==> src/rtl/comp_refill_ctrl_if.sv <==
// Bundle of fetch, cache-fill, memory and dictionary-lookup signals for comp_refill_ctrl.
// master = refill controller, slave = surrounding fetch path / caches / memory / dictionaries.
interface comp_refill_ctrl_if #(
    parameter int NUM_BLOCKS = 4,
    parameter int KEY_W      = 16
);
    // Memory handshake: a read beat completes on a cycle where mem_req_valid and
    // mem_req_ready are both high; mem_req_rdata belongs to mem_req_addr that cycle.
    // While valid & ~ready the controller holds mem_req_addr and keeps valid high.
    logic                        proc_valid;
    logic [31:0]                 proc_addr;
    logic                        ic_miss;
    logic                        cc_miss;
    logic                        ic_fill_valid;
    logic [32*NUM_BLOCKS-1:0]    ic_fill_data;
    logic                        cc_fill_valid;
    logic [KEY_W*NUM_BLOCKS-1:0] cc_fill_data;
    logic                        mem_req_valid;
    logic                        mem_req_ready;
    logic [31:0]                 mem_req_addr;
    logic [31:0]                 mem_req_rdata;
    logic [31:0]                 look_word;
    logic                        look_hit;
    logic [KEY_W-1:0]            look_key;
    logic                        busy;
    logic [1:0]                  dbg_state;

    modport master (
        input  proc_valid, proc_addr, ic_miss, cc_miss,
        input  mem_req_ready, mem_req_rdata, look_hit, look_key,
        output ic_fill_valid, ic_fill_data, cc_fill_valid, cc_fill_data,
        output mem_req_valid, mem_req_addr, look_word, busy, dbg_state
    );

    modport slave (
        output proc_valid, proc_addr, ic_miss, cc_miss,
        output mem_req_ready, mem_req_rdata, look_hit, look_key,
        input  ic_fill_valid, ic_fill_data, cc_fill_valid, cc_fill_data,
        input  mem_req_valid, mem_req_addr, look_word, busy, dbg_state
    );
endinterface

==> src/rtl/comp_refill_ctrl.sv <==
// Critical-word-first line refill engine feeding the compressed or uncompressed cache.
// Optional saturating refill statistics are enabled with `define COMP_REFILL_STATS_EN.
module comp_refill_ctrl #(
    parameter int NUM_BLOCKS = 4,
    parameter int BLOCK_SIZE = 4,
    parameter int KEY_W      = 16
) (
    input  logic               clk,
    input  logic               resetn,
    comp_refill_ctrl_if.master bus
`ifdef COMP_REFILL_STATS_EN
    ,
    output logic [31:0]        stat_refills,
    output logic [31:0]        stat_comp_fills,
    output logic [31:0]        stat_mem_wait
`endif
);
    localparam int OFF     = $clog2(NUM_BLOCKS);
    localparam int BOFF    = $clog2(BLOCK_SIZE);
    localparam int BEAT_W  = OFF + 1;
    localparam int LINE_SH = OFF + BOFF;

    typedef enum logic [1:0] {
        IDLE  = 2'd0,
        FETCH = 2'd1,
        FILL  = 2'd2,
        DRAIN = 2'd3
    } state_t;

    state_t                      state_q;
    logic [31:0]                 base_q;
    logic [OFF-1:0]              ptr_q;
    logic [BEAT_W-1:0]           beats_q;
    logic                        comp_ok_q;
    logic                        mem_req_valid_q;
    logic [31:0]                 mem_req_addr_q;
    logic                        ic_fill_valid_q;
    logic                        cc_fill_valid_q;
    logic [32*NUM_BLOCKS-1:0]    ic_buf_q;
    logic [KEY_W*NUM_BLOCKS-1:0] cc_buf_q;

    logic [OFF-1:0]              ptr_d;
    logic                        comp_ok_d;
    logic                        last_beat;
    logic                        start_refill;
    logic [31:0]                 base_in;
    logic [OFF-1:0]              start_in;
    logic [31:0]                 addr_start;
    logic [31:0]                 addr_next;

    always_comb begin
        start_refill = bus.proc_valid & bus.ic_miss & bus.cc_miss;
        base_in      = (bus.proc_addr >> LINE_SH) << LINE_SH;
        start_in     = OFF'(bus.proc_addr >> BOFF);
        addr_start   = base_in | (32'(start_in) << BOFF);
        ptr_d        = ptr_q + OFF'(1);
        addr_next    = base_q | (32'(ptr_d) << BOFF);
        comp_ok_d    = comp_ok_q & bus.look_hit;
        last_beat    = (beats_q == BEAT_W'(NUM_BLOCKS - 1));
    end

    always_ff @(posedge clk) begin
        if (!resetn) begin
            state_q         <= IDLE;
            base_q          <= '0;
            ptr_q           <= '0;
            beats_q         <= '0;
            comp_ok_q       <= 1'b0;
            mem_req_valid_q <= 1'b0;
            mem_req_addr_q  <= '0;
            ic_fill_valid_q <= 1'b0;
            cc_fill_valid_q <= 1'b0;
            ic_buf_q        <= '0;
            cc_buf_q        <= '0;
        end else begin
            case (state_q)
                IDLE: begin
                    if (start_refill) begin
                        base_q          <= base_in;
                        ptr_q           <= start_in;
                        beats_q         <= '0;
                        comp_ok_q       <= 1'b1;
                        mem_req_valid_q <= 1'b1;
                        mem_req_addr_q  <= addr_start;
                        state_q         <= FETCH;
                    end
                end
                FETCH: begin
                    if (bus.mem_req_ready) begin
                        ic_buf_q[32*int'(ptr_q) +: 32] <= bus.mem_req_rdata;
                        // Once any word misses the dictionaries the key line is abandoned.
                        if (comp_ok_q & bus.look_hit) begin
                            cc_buf_q[KEY_W*int'(ptr_q) +: KEY_W] <= bus.look_key;
                        end
                        comp_ok_q <= comp_ok_d;
                        ptr_q     <= ptr_d;
                        beats_q   <= beats_q + BEAT_W'(1);
                        if (last_beat) begin
                            mem_req_valid_q <= 1'b0;
                            ic_fill_valid_q <= ~comp_ok_d;
                            cc_fill_valid_q <= comp_ok_d;
                            state_q         <= FILL;
                        end else begin
                            mem_req_addr_q <= addr_next;
                        end
                    end
                end
                FILL: begin
                    ic_fill_valid_q <= 1'b0;
                    cc_fill_valid_q <= 1'b0;
                    state_q         <= DRAIN;
                end
                DRAIN: begin
                    state_q <= IDLE;
                end
                default: begin
                    state_q <= IDLE;
                end
            endcase
        end
    end

    assign bus.mem_req_valid = mem_req_valid_q;
    assign bus.mem_req_addr  = mem_req_addr_q;
    assign bus.ic_fill_valid = ic_fill_valid_q;
    assign bus.cc_fill_valid = cc_fill_valid_q;
    assign bus.ic_fill_data  = ic_buf_q;
    assign bus.cc_fill_data  = cc_buf_q;
    assign bus.look_word     = bus.mem_req_rdata;
    assign bus.busy          = (state_q != IDLE);
    assign bus.dbg_state     = state_q;

`ifdef COMP_REFILL_STATS_EN
    logic [31:0] stat_refills_q;
    logic [31:0] stat_comp_fills_q;
    logic [31:0] stat_mem_wait_q;

    // Counters saturate rather than wrap so long runs never report a small value.
    always_ff @(posedge clk) begin
        if (!resetn) begin
            stat_refills_q    <= '0;
            stat_comp_fills_q <= '0;
            stat_mem_wait_q   <= '0;
        end else begin
            if ((ic_fill_valid_q | cc_fill_valid_q) && (stat_refills_q != '1)) begin
                stat_refills_q <= stat_refills_q + 32'd1;
            end
            if (cc_fill_valid_q && (stat_comp_fills_q != '1)) begin
                stat_comp_fills_q <= stat_comp_fills_q + 32'd1;
            end
            if ((state_q == FETCH) && !bus.mem_req_ready && (stat_mem_wait_q != '1)) begin
                stat_mem_wait_q <= stat_mem_wait_q + 32'd1;
            end
        end
    end

    assign stat_refills    = stat_refills_q;
    assign stat_comp_fills = stat_comp_fills_q;
    assign stat_mem_wait   = stat_mem_wait_q;
`else
    // Statistics counters are not built in this configuration.
`endif
endmodule

==> src/flat_wrapper.sv <==
// flat-port wrapper written by rule: the top's interface ports become plain ports
module comp_refill_ctrl_flat 
#(
    parameter int NUM_BLOCKS = 4,
    parameter int BLOCK_SIZE = 4,
    parameter int KEY_W      = 16
)
  (clk, resetn, bus_proc_valid, bus_proc_addr, bus_ic_miss, bus_cc_miss, bus_mem_req_ready, bus_mem_req_rdata, bus_look_hit, bus_look_key, bus_ic_fill_valid, bus_ic_fill_data, bus_cc_fill_valid, bus_cc_fill_data, bus_mem_req_valid, bus_mem_req_addr, bus_look_word, bus_busy, bus_dbg_state);
  comp_refill_ctrl_if #(.NUM_BLOCKS(NUM_BLOCKS), .KEY_W(KEY_W)) bus_i ();
  input  logic clk;
  input  logic resetn;
  input wire logic [$bits(bus_i.proc_valid)-1:0] bus_proc_valid;
  input wire logic [$bits(bus_i.proc_addr)-1:0] bus_proc_addr;
  input wire logic [$bits(bus_i.ic_miss)-1:0] bus_ic_miss;
  input wire logic [$bits(bus_i.cc_miss)-1:0] bus_cc_miss;
  input wire logic [$bits(bus_i.mem_req_ready)-1:0] bus_mem_req_ready;
  input wire logic [$bits(bus_i.mem_req_rdata)-1:0] bus_mem_req_rdata;
  input wire logic [$bits(bus_i.look_hit)-1:0] bus_look_hit;
  input wire logic [$bits(bus_i.look_key)-1:0] bus_look_key;
  output wire logic [$bits(bus_i.ic_fill_valid)-1:0] bus_ic_fill_valid;
  output wire logic [$bits(bus_i.ic_fill_data)-1:0] bus_ic_fill_data;
  output wire logic [$bits(bus_i.cc_fill_valid)-1:0] bus_cc_fill_valid;
  output wire logic [$bits(bus_i.cc_fill_data)-1:0] bus_cc_fill_data;
  output wire logic [$bits(bus_i.mem_req_valid)-1:0] bus_mem_req_valid;
  output wire logic [$bits(bus_i.mem_req_addr)-1:0] bus_mem_req_addr;
  output wire logic [$bits(bus_i.look_word)-1:0] bus_look_word;
  output wire logic [$bits(bus_i.busy)-1:0] bus_busy;
  output wire logic [$bits(bus_i.dbg_state)-1:0] bus_dbg_state;
  assign bus_i.proc_valid = bus_proc_valid;
  assign bus_i.proc_addr = bus_proc_addr;
  assign bus_i.ic_miss = bus_ic_miss;
  assign bus_i.cc_miss = bus_cc_miss;
  assign bus_i.mem_req_ready = bus_mem_req_ready;
  assign bus_i.mem_req_rdata = bus_mem_req_rdata;
  assign bus_i.look_hit = bus_look_hit;
  assign bus_i.look_key = bus_look_key;
  assign bus_ic_fill_valid = bus_i.ic_fill_valid;
  assign bus_ic_fill_data = bus_i.ic_fill_data;
  assign bus_cc_fill_valid = bus_i.cc_fill_valid;
  assign bus_cc_fill_data = bus_i.cc_fill_data;
  assign bus_mem_req_valid = bus_i.mem_req_valid;
  assign bus_mem_req_addr = bus_i.mem_req_addr;
  assign bus_look_word = bus_i.look_word;
  assign bus_busy = bus_i.busy;
  assign bus_dbg_state = bus_i.dbg_state;
  comp_refill_ctrl #(.NUM_BLOCKS(NUM_BLOCKS), .BLOCK_SIZE(BLOCK_SIZE), .KEY_W(KEY_W)) u_core (.clk(clk), .resetn(resetn), .bus(bus_i));
endmodule
==> config.mk <==
export PLATFORM = sky130hd
export DESIGN_NAME = comp_refill_ctrl_flat
export DESIGN_NICKNAME = d
export VERILOG_FILES = /design/src/rtl/comp_refill_ctrl_if.sv /design/src/rtl/comp_refill_ctrl.sv /design/src/flat_wrapper.sv
export SDC_FILE = /design/constraint.sdc
export NUM_CORES = 1
export LEC_CHECK = 0
export CAP_MARGIN = 20
export CELL_PAD_IN_SITES_DETAIL_PLACEMENT = 0
export CELL_PAD_IN_SITES_GLOBAL_PLACEMENT = 1
export CORE_ASPECT_RATIO = 1.75
export CORE_UTILIZATION = 34
export CTS_CLUSTER_SIZE = 12
export DETAILED_ROUTE_END_ITERATION = 7
export HOLD_SLACK_MARGIN = 0.03
export PLACE_DENSITY_LB_ADDON = 0.1
export SLEW_MARGIN = 15
export SYNTH_ARGS = -nofsm -noshare
export SYNTH_HDL_FRONTEND = slang
export SYNTH_SLANG_ARGS = --single-unit
==> constraint.sdc <==
create_clock -name clk -period 2.6 [get_ports clk]
set_input_delay 0.52 -clock clk [delete_from_list [all_inputs] [get_ports clk]]
set_output_delay 0.52 -clock clk [all_outputs]
set_load 0.02 [all_outputs]
[After elaboration in Yosys (flattened, before gate mapping)]
Cells that the tools add are included.
Storage, ports and cells
  word-level logic and storage cells: 73
  register bits: 263
  input port bits: 87
  output and inout port bits: 262
Cells by class
  $add $sub $neg: 4
  reduce and logical (&&, ||, !) cells: 12
  bitwise operators: 6
  equal/unequal tests: 8
  shift operators: 4
  muxes and demuxes: 28
Operators by type and width (number)
  $bwmux W128: 1
  $shift A32 B33 Y128 const A: 1
  $shiftx A32 B33 Y128: 1
  $mux W32: 3
  $bwmux W64: 1
  $or A32 B4 Y32: 2
  $pmux W32 S2: 1
  $shift A16 B33 Y64 const A: 1
  $shiftx A16 B33 Y64: 1
  $neg A6 Y33: 1
  $neg A7 Y33: 1
  $reduce_and A3 Y1: 4
  $mux W2: 5
  $mux W1: 8
  $pmux W1 S2: 4
  $pmux W2 S4: 1
  $reduce_and A4 Y1: 2
  $mux W3: 2
  $pmux W3 S2: 1
  $reduce_bool A2 Y1: 3
  $eq A2 B2 Y1 const B: 2
  $ne A2 B1 Y1 const B: 2
  $ne A2 B2 Y1 const B: 2
  $pmux W2 S2: 1
  8 further kinds: 11

[Logic depth before layout (Yosys ltp)]
Gate-level depths: netlist of run 1.
  depth in word-level cells: 5
  mapped depth: 10
  mapped depth without buffers: 5

[Worst setup path before layout of run 1]
Ideal clock, no wire load.
  kind: register to register
  start: register u_core.ptr_q[0]
  end: register u_core.ic_buf_q[37], in the netlist u_core.bus.ic_fill_data[37]
  path buffers: 5
  setup slack: 579 ps
  period minus slack after synthesis: 2021 ps
  cell stages (with the launch flop): 11
  arrival time: 1904 ps
  path through: dfxtp_1 buf_4 inv_1 ha_1 buf_4 nor2b_1 buf_2 and3b_1 buf_6 buf_6 a22o_1
Between the ends
  longest elaborated chain between the ends: 3
  elaborated cells between the ends (all ways): 4
  those cells by class: add/sub (1); shift (2); mux (1)
Ends and longest elaborated chain
  start: declaration: RTL line comp_refill_ctrl.sv:32  | logic [OFF-1:0] ptr_q;
  start signal: assignment: RTL line comp_refill_ctrl.sv:80  | ptr_q <= start_in;
  start signal: assignment: RTL line comp_refill_ctrl.sv:96  | ptr_q <= ptr_d;
  $neg A7 Y33 *: RTL line comp_refill_ctrl.sv:90  | ic_buf_q[32*int'(ptr_q) +: 32] <= bus.mem_req_rdata;
  $shiftx A32 B33 Y128 or $shift A32 B33 Y128 (tied branches): RTL line comp_refill_ctrl.sv:90
  $bwmux W128 *: RTL line comp_refill_ctrl.sv:90
  end signal: indexed assignment: RTL line comp_refill_ctrl.sv:90
  end: declaration: RTL line comp_refill_ctrl.sv:39  | logic [32*NUM_BLOCKS-1:0] ic_buf_q;
Mark *: on every way between the ends. The rest lies on a longest branch, timed or not.
A chain may end at the register's enable or synchronous reset.

[Worst setup path in the final report of run 1]
  start: input bus_mem_req_rdata[3]
  end: output bus_look_word[3]
RTL lines
  start: declaration: RTL line flat_wrapper.sv:17  | input wire logic [$bits(bus_i.mem_req_rdata)-1:0] bus_mem_req_rdata;
  end: declaration: RTL line flat_wrapper.sv:26  | output wire logic [$bits(bus_i.look_word)-1:0] bus_look_word;
No word-level cell between the ends.

==> results of run 1 <==
-- cells by family after synthesis --
kind of cell             count (synthesis)
multiplexers                            66
AO/OA/AOI/OAI                          279
flip-flops                             261
buffers and inverters                  153
AND/OR/NAND/NOR                        395
other                                    1
adder cells (fa/ha/maj)                 12
-- cell type report --
type                       count  share of cell area [%]
antenna                        2                  0.0337
clock buffer                  42                    5.62
clock inverter                 5                   0.194
inverter                      11                   0.312
multi-input combinational    754                    29.7
sequential                   261                    35.2
tap                          387                    3.26
timing repair buffer         388                    25.7
-- flip-flops by register name (all words and copies together), names as in the netlist --
signal	flops
u_core.beats_q	3
u_core.bus.ic_fill_data	128
u_core.base_q	28
u_core.bus.cc_fill_valid	1
u_core.bus.ic_fill_valid	1
u_core.ptr_q	2
u_core.bus.dbg_state	2
u_core.bus.cc_fill_data	64
u_core.bus.mem_req_addr	30
u_core.comp_ok_q	1
u_core.bus.mem_req_valid	1
-- per-layer routing --
layer	routed length (um)	vias up
met1	13400	4506
met2	18500	321
met4	1320	0
li1	-	4612
met3	2190	70
met5	0	-
-- synth_stat cells, types with 8 or more instances --
library cell    n
dfxtp_1       261
nand2_1       222
a21oi_1       141
nand3_1        72
clkbuf_1       51
nand4_1        50
a22o_1         49
o21ai_0        48
buf_4          40
buf_2          39
mux2i_1        37
mux2_2         29
nor2_1         21
a32oi_1        17
o22ai_1        16
ha_1           12
inv_1          10
buf_6           8
-- report_power, final --
group | total (mW) | switching, mW | internal (mW)
clock | 3.84 | 1.64 | 2.20
sequential | 4.38 | 0.135 | 4.24
combinational | 3.08 | 1.85 | 1.23
-- metrics by stage --
| step | worst slack [ns] | instances | hold WS, ns | area, um^2 | total power, mW |
|---|---|---|---|---|---|
| floorplan | 0.579 | 1168 | 0.433 | 10500 | 6.41 |
| global placement | 0.138 | 1801 | 0.438 | 14000 | 7.58 |
| detailed placement | 0.139 | 1801 | 0.442 | 14000 | 7.60 |
| CTS | 0.134 | 1848 | 0.356 | 14900 | 11.5 |
| global route | 0.181 | 1850 | 0.391 | 14900 | 11.8 |
| finish | 0.199 | 1850 | 0.381 | 14900 | 11.3 |
-- final timing paths --
check | from | end | slack [ns] | depth (start not counted)
max | bus_mem_req_rdata[3] | bus_look_word[3] | 0.20 | 2
min | resetn | u_core.bus.ic_fill_data[114] | 0.38 | 3
max reg2reg | u_core.bus.dbg_state[1] | u_core.bus.dbg_state[0] | 0.46 | 6
min reg2reg | u_core.bus.ic_fill_data[22] | u_core.bus.ic_fill_data[22] | 0.45 | 2
==> results.cfg, run 1 <==
[status]
outcome = finished clean

[yosys]
synth_async_sr_flop_share_pct = 0
ys_warn_count = 0
synthXorXnorAreaFrac_pct = 0
cells_after_synthesis = 1167
synth-edff-count = 0
synth_top_flop_cell = dfxtp_1
synth.top_cell.area_share_pct = 49.9
synth.ff_latch_count = 261
synth.top_cells.by_area = dfxtp_1 (50%), nand2_1 (8.0%), a21oi_1 (6.7%), a22o_1 (4.1%), mux2i_1 (3.5%)
synth_top_cell_by_area = dfxtp_1
main_combinational_cell_family_by_area_after_synthesis = simple AND/OR/NAND/NOR gates
area_fraction_in_and_or_nand_and_nor_cells_after_synthesis_pct = 17.8
synth_adder_area_share_pct = 1.44
fraction_of_the_mapped_netlist_area_in_compound_gates_pct = 16.1
synth_cell_types = 41
synthMuxAreaShare_pct = 6.66
synth.avg_cell_area_um2 = 8.97
sequential_share_of_the_synthesized_area_pct = 49.9
syn-cell-area_um2 = 10500

[sta]
final_hold_viol_count = 0
tightest_slew_ns = 0.638
normalized_max_slew_margin_pct = 57.3
final_max_slew_viol_count = 0
grt_setup_unrepaired = false
clock_skew_ns = 0.0105
timing.final.setup_violations = 0
layout_min_cycle_time_ns = 2.40
maxClockFrequency_mhz = 416
timing.setup.tns_ns = 0
final.period_utilization_pct = 92.4

[global_routing]
grt_use_met2_pct = 40.5
grt_resource_usage_total_pct = 22.0
grt_max_degree = 106
grt_overflow = 0
gr-usage-met1_pct = 24.2
grt.met3_usage_pct = 4.39
antenna_found_initial = 2
grt-busiest-layer = met2
global_route_wire_length_before_repair_um = 53800
first_global_vias = 9132

[finish]
leading_cell_types_in_the_layout_fill_and_taps_excluded = clkdlybuf4s50_1 (342), dfxtp_1 (261), nand2_1 (222), a21oi_1 (141), nand3_1 (71)
filler_cell_count = 2931
area_growth_pct = 42.0
layout.core_utilization_pct = 49.3
final-seq-area_um2 = 5230
mostFrequentLayoutCell = clkdlybuf4s50_1
multi_input_comb_area_um2 = 4420
finish.net_count = 1543
layout-drive-gt1-share_pct = 8.69

[floorplanning]
effective_utilization_at_floorplan_pct = 34.7
die_width_um = 135
die_h_um = 234
io-pin-count = 349
area_of_the_die_um2 = 31500
rows = 84
core_region_area_um2 = 30200

[cts]
root_buffer = clkbuf_16
cts_tree = built
tritoncts_num_sinks = 261
cts_made_buffers = 28
ctsHtreeMaxLevel = 1
cts.hold.buffers_added = 0
cts_buffer_depth = 3
worstSkewPairLatency_ns = 0.55
cts.clk_slew.worst_paths_ns = 0.06
post_cts_resized = 1
cts.repair_timing.setup_buffer_count = 0

[placed_design]
routability_congestion_estimate = 0.763
place.detailed.hpwl_um = 24000
numPortBuffers = 344

[pwr]
p_leak_nw = 5.29
p_per_area_nw_per_um2 = 761
worst_ir_drop_vdd_uv = 473

[route]
post_drt_via_cell_ratio = 5.14
post_drt_wl_per_cell_um = 19.1
final_antenna_net_count = 0
detail_route.iter0.violations = 606
wirelength_um = 35400
route.vias.total = 9509
detail_route.drc_violations = 0
drt-pass1-iter-count = 4

[job]
timing.max_cap.violations = 0

[setup_path]
worst-endpoint-required_ns = 2.08
timing.critical_path.buf_inv = 2
timing.critical_path.fanout_max = 2
cp_data_arrival_time_ns = 1.88
crit_path_top_delay_cell = clkdlybuf4s50_1
critPathTopFamily = buffers and inverters
critical_path.most_common_cell = clkdlybuf4s50_1
timing.critical_path.from_type = primary input
critical_path.cell_chain = clkdlybuf4s50_1 -> clkdlybuf4s50_1
critPathKind = in -> out
critical_path.endpoint_type = output pin
worst_path_largest_cell_delay_ns = 0.68

[hold_path]
min_path_type = in -> reg
Power figures use the tool's default switching activity.
==> run 2, diff against run 1 <==
--- a/config.mk
+++ b/config.mk
@@ -9,12 +9,12 @@
 export CELL_PAD_IN_SITES_DETAIL_PLACEMENT = 0
 export CELL_PAD_IN_SITES_GLOBAL_PLACEMENT = 1
 export CORE_ASPECT_RATIO = 1.75
+export CORE_MARGIN = 4
 export CORE_UTILIZATION = 34
 export CTS_CLUSTER_SIZE = 12
 export DETAILED_ROUTE_END_ITERATION = 7
 export HOLD_SLACK_MARGIN = 0.03
 export PLACE_DENSITY_LB_ADDON = 0.1
-export SLEW_MARGIN = 15
 export SYNTH_ARGS = -nofsm -noshare
 export SYNTH_HDL_FRONTEND = slang
 export SYNTH_SLANG_ARGS = --single-unit
==> results.cfg, run 2 (synthesis gave the netlist of run 1 again) <==
[status]
outcome = finished clean

[floorplanning]
rows = 84
die_width_um = 141
io-pin-count = 349
area_of_the_die_um2 = 33800
core_region_area_um2 = 30200
effective_utilization_at_floorplan_pct = 34.7
die_h_um = 240

[route]
wirelength_um = 36100
drt-pass1-iter-count = 5
post_drt_wl_per_cell_um = 19.5
post_drt_via_cell_ratio = 5.14
route.vias.total = 9494
final_antenna_net_count = 0
detail_route.drc_violations = 0
detail_route.iter0.violations = 463

[global_routing]
grt_overflow = 0
grt_resource_usage_total_pct = 20.4
first_global_vias = 9162
global_route_wire_length_before_repair_um = 55200
grt_max_degree = 53
antenna_found_initial = 2

[hold_path]
min_path_type = in -> reg

[setup_path]
timing.critical_path.buf_inv = 2
worst-endpoint-required_ns = 2.08
critPathKind = in -> out
critical_path.most_common_cell = clkdlybuf4s50_1
critical_path.endpoint_type = output pin
timing.critical_path.from_type = primary input
critPathTopFamily = buffers and inverters
timing.critical_path.fanout_max = 2
cp_data_arrival_time_ns = 1.89
worst_path_largest_cell_delay_ns = 0.69
critical_path.cell_chain = clkdlybuf4s50_1 -> clkdlybuf4s50_1
crit_path_top_delay_cell = clkdlybuf4s50_1

[cts]
root_buffer = clkbuf_16
tritoncts_num_sinks = 261
cts_tree = built
cts_made_buffers = 27
ctsHtreeMaxLevel = 1
worstSkewPairLatency_ns = 0.54
cts_buffer_depth = 3
cts.hold.buffers_added = 0
cts.clk_slew.worst_paths_ns = 0.06

[pwr]
p_total_mw = 11.1
worst_ir_drop_vdd_uv = 480
p_leak_nw = 5.28
p_per_area_nw_per_um2 = 752

[finish]
mostFrequentLayoutCell = clkdlybuf4s50_1
leading_cell_types_in_the_layout_fill_and_taps_excluded = clkdlybuf4s50_1 (342), dfxtp_1 (261), nand2_1 (222), a21oi_1 (141), nand3_1 (71)
layout.core_utilization_pct = 49.2
layout-drive-gt1-share_pct = 8.70
finish.net_count = 1546
max_reg_flops = 128
area_growth_pct = 41.7
final_cells = 1848

[sta]
clock_skew_ns = 0.0196
final.period_utilization_pct = 92.6
maxClockFrequency_mhz = 415
timing.setup.tns_ns = 0
layout_min_cycle_time_ns = 2.41
normalized_max_slew_margin_pct = 57.7
tightest_slew_ns = 0.634
timing.final.setup_violations = 0
final_max_slew_viol_count = 0
grt_setup_unrepaired = false
final_hold_viol_count = 0

[job]
timing.max_cap.violations = 0

[placed_design]
dp_cells = 1805
numPortBuffers = 344
routability_congestion_estimate = 0.775
place.detailed.hpwl_um = 25100
-- run 2: changes by cell type in the layout (fill, tap and decap cells not counted) --
cell	before	now
buf_4	41	45
clkbuf_16	29	27
clkbuf_8	6	4
and3_1	5	4
and3_2	0	1
bufinv_16	0	1
clkbuf_1	7	6
clkinv_2	4	3
inv_6	2	1
-- run 2: layout make-up --
class,instances,area [um^2]
antenna,2,5.00
timing repair buffer,392,3850
clock buffer,37,753
fill,2952,15300
clock inverter,4,45.0
inverter,11,46.3
tap,387,484
sequential,261,5230
multi-input combinational,754,4420
-- run 2: worst register-to-register path: cells and delay by family, from the launching register on --
| kind | cells | cell delay [ns] |
|---|---|---|
| simple gates | 2 | 0.46 |
| flops | 1 | 0.39 |
| fa+ha+maj | 1 | 0.52 |
| compound gates | 1 | 0.16 |
| buf+inv | 2 | 0.52 |
-- run 2: worst paths after layout --
check	from	endpoint	slack (ns)	cells past startpoint
worst min-delay path	resetn	u_core.bus.mem_req_addr[28]	0.37	3
worst max register to register	u_core.ptr_q[1]	u_core.bus.ic_fill_data[79]	0.48	6
worst min register to register	u_core.bus.ic_fill_data[72]	u_core.bus.ic_fill_data[72]	0.45	2
worst max-delay path	bus_mem_req_rdata[3]	bus_look_word[3]	0.19	2
-- run 2: repair_timing --
item | CTS | global route
endpoints found under the setup margin | 1 | 0
setup buffers | 0 | 0
gates resized for setup | 1 | 0
-- run 2: through the flow --
| step | instance area [um^2] | worst slack, ns | hold slack [ns] |
|---|---|---|---|
| 6_report | 14800 | 0.193 | 0.372 |
| 5_1_grt | 14800 | 0.166 | 0.377 |
| 3_3_place_gp | 14000 | 0.131 | 0.437 |
| 2_1_floorplan | 10500 | 0.579 | 0.433 |
| 3_5_place_dp | 14000 | 0.135 | 0.442 |
| 4_1_cts | 14800 | 0.133 | 0.347 |
-- run 2: routing by layer --
layer | share of wire [%] | global-route usage (%) | wire, um
met5 | 0 | 0 | 0
met4 | 2.2 | 5.73 | 806
met3 | 6.7 | 4.52 | 2430
met2 | 52 | 37.6 | 18900
met1 | 39 | 23.5 | 14000
-- run 2: where the power goes --
group | switching, mW | internal (mW)
Clock | 1.58 | 2.09
Sequential | 0.143 | 4.24
Combinational | 1.84 | 1.25
Total | 3.56 | 7.58
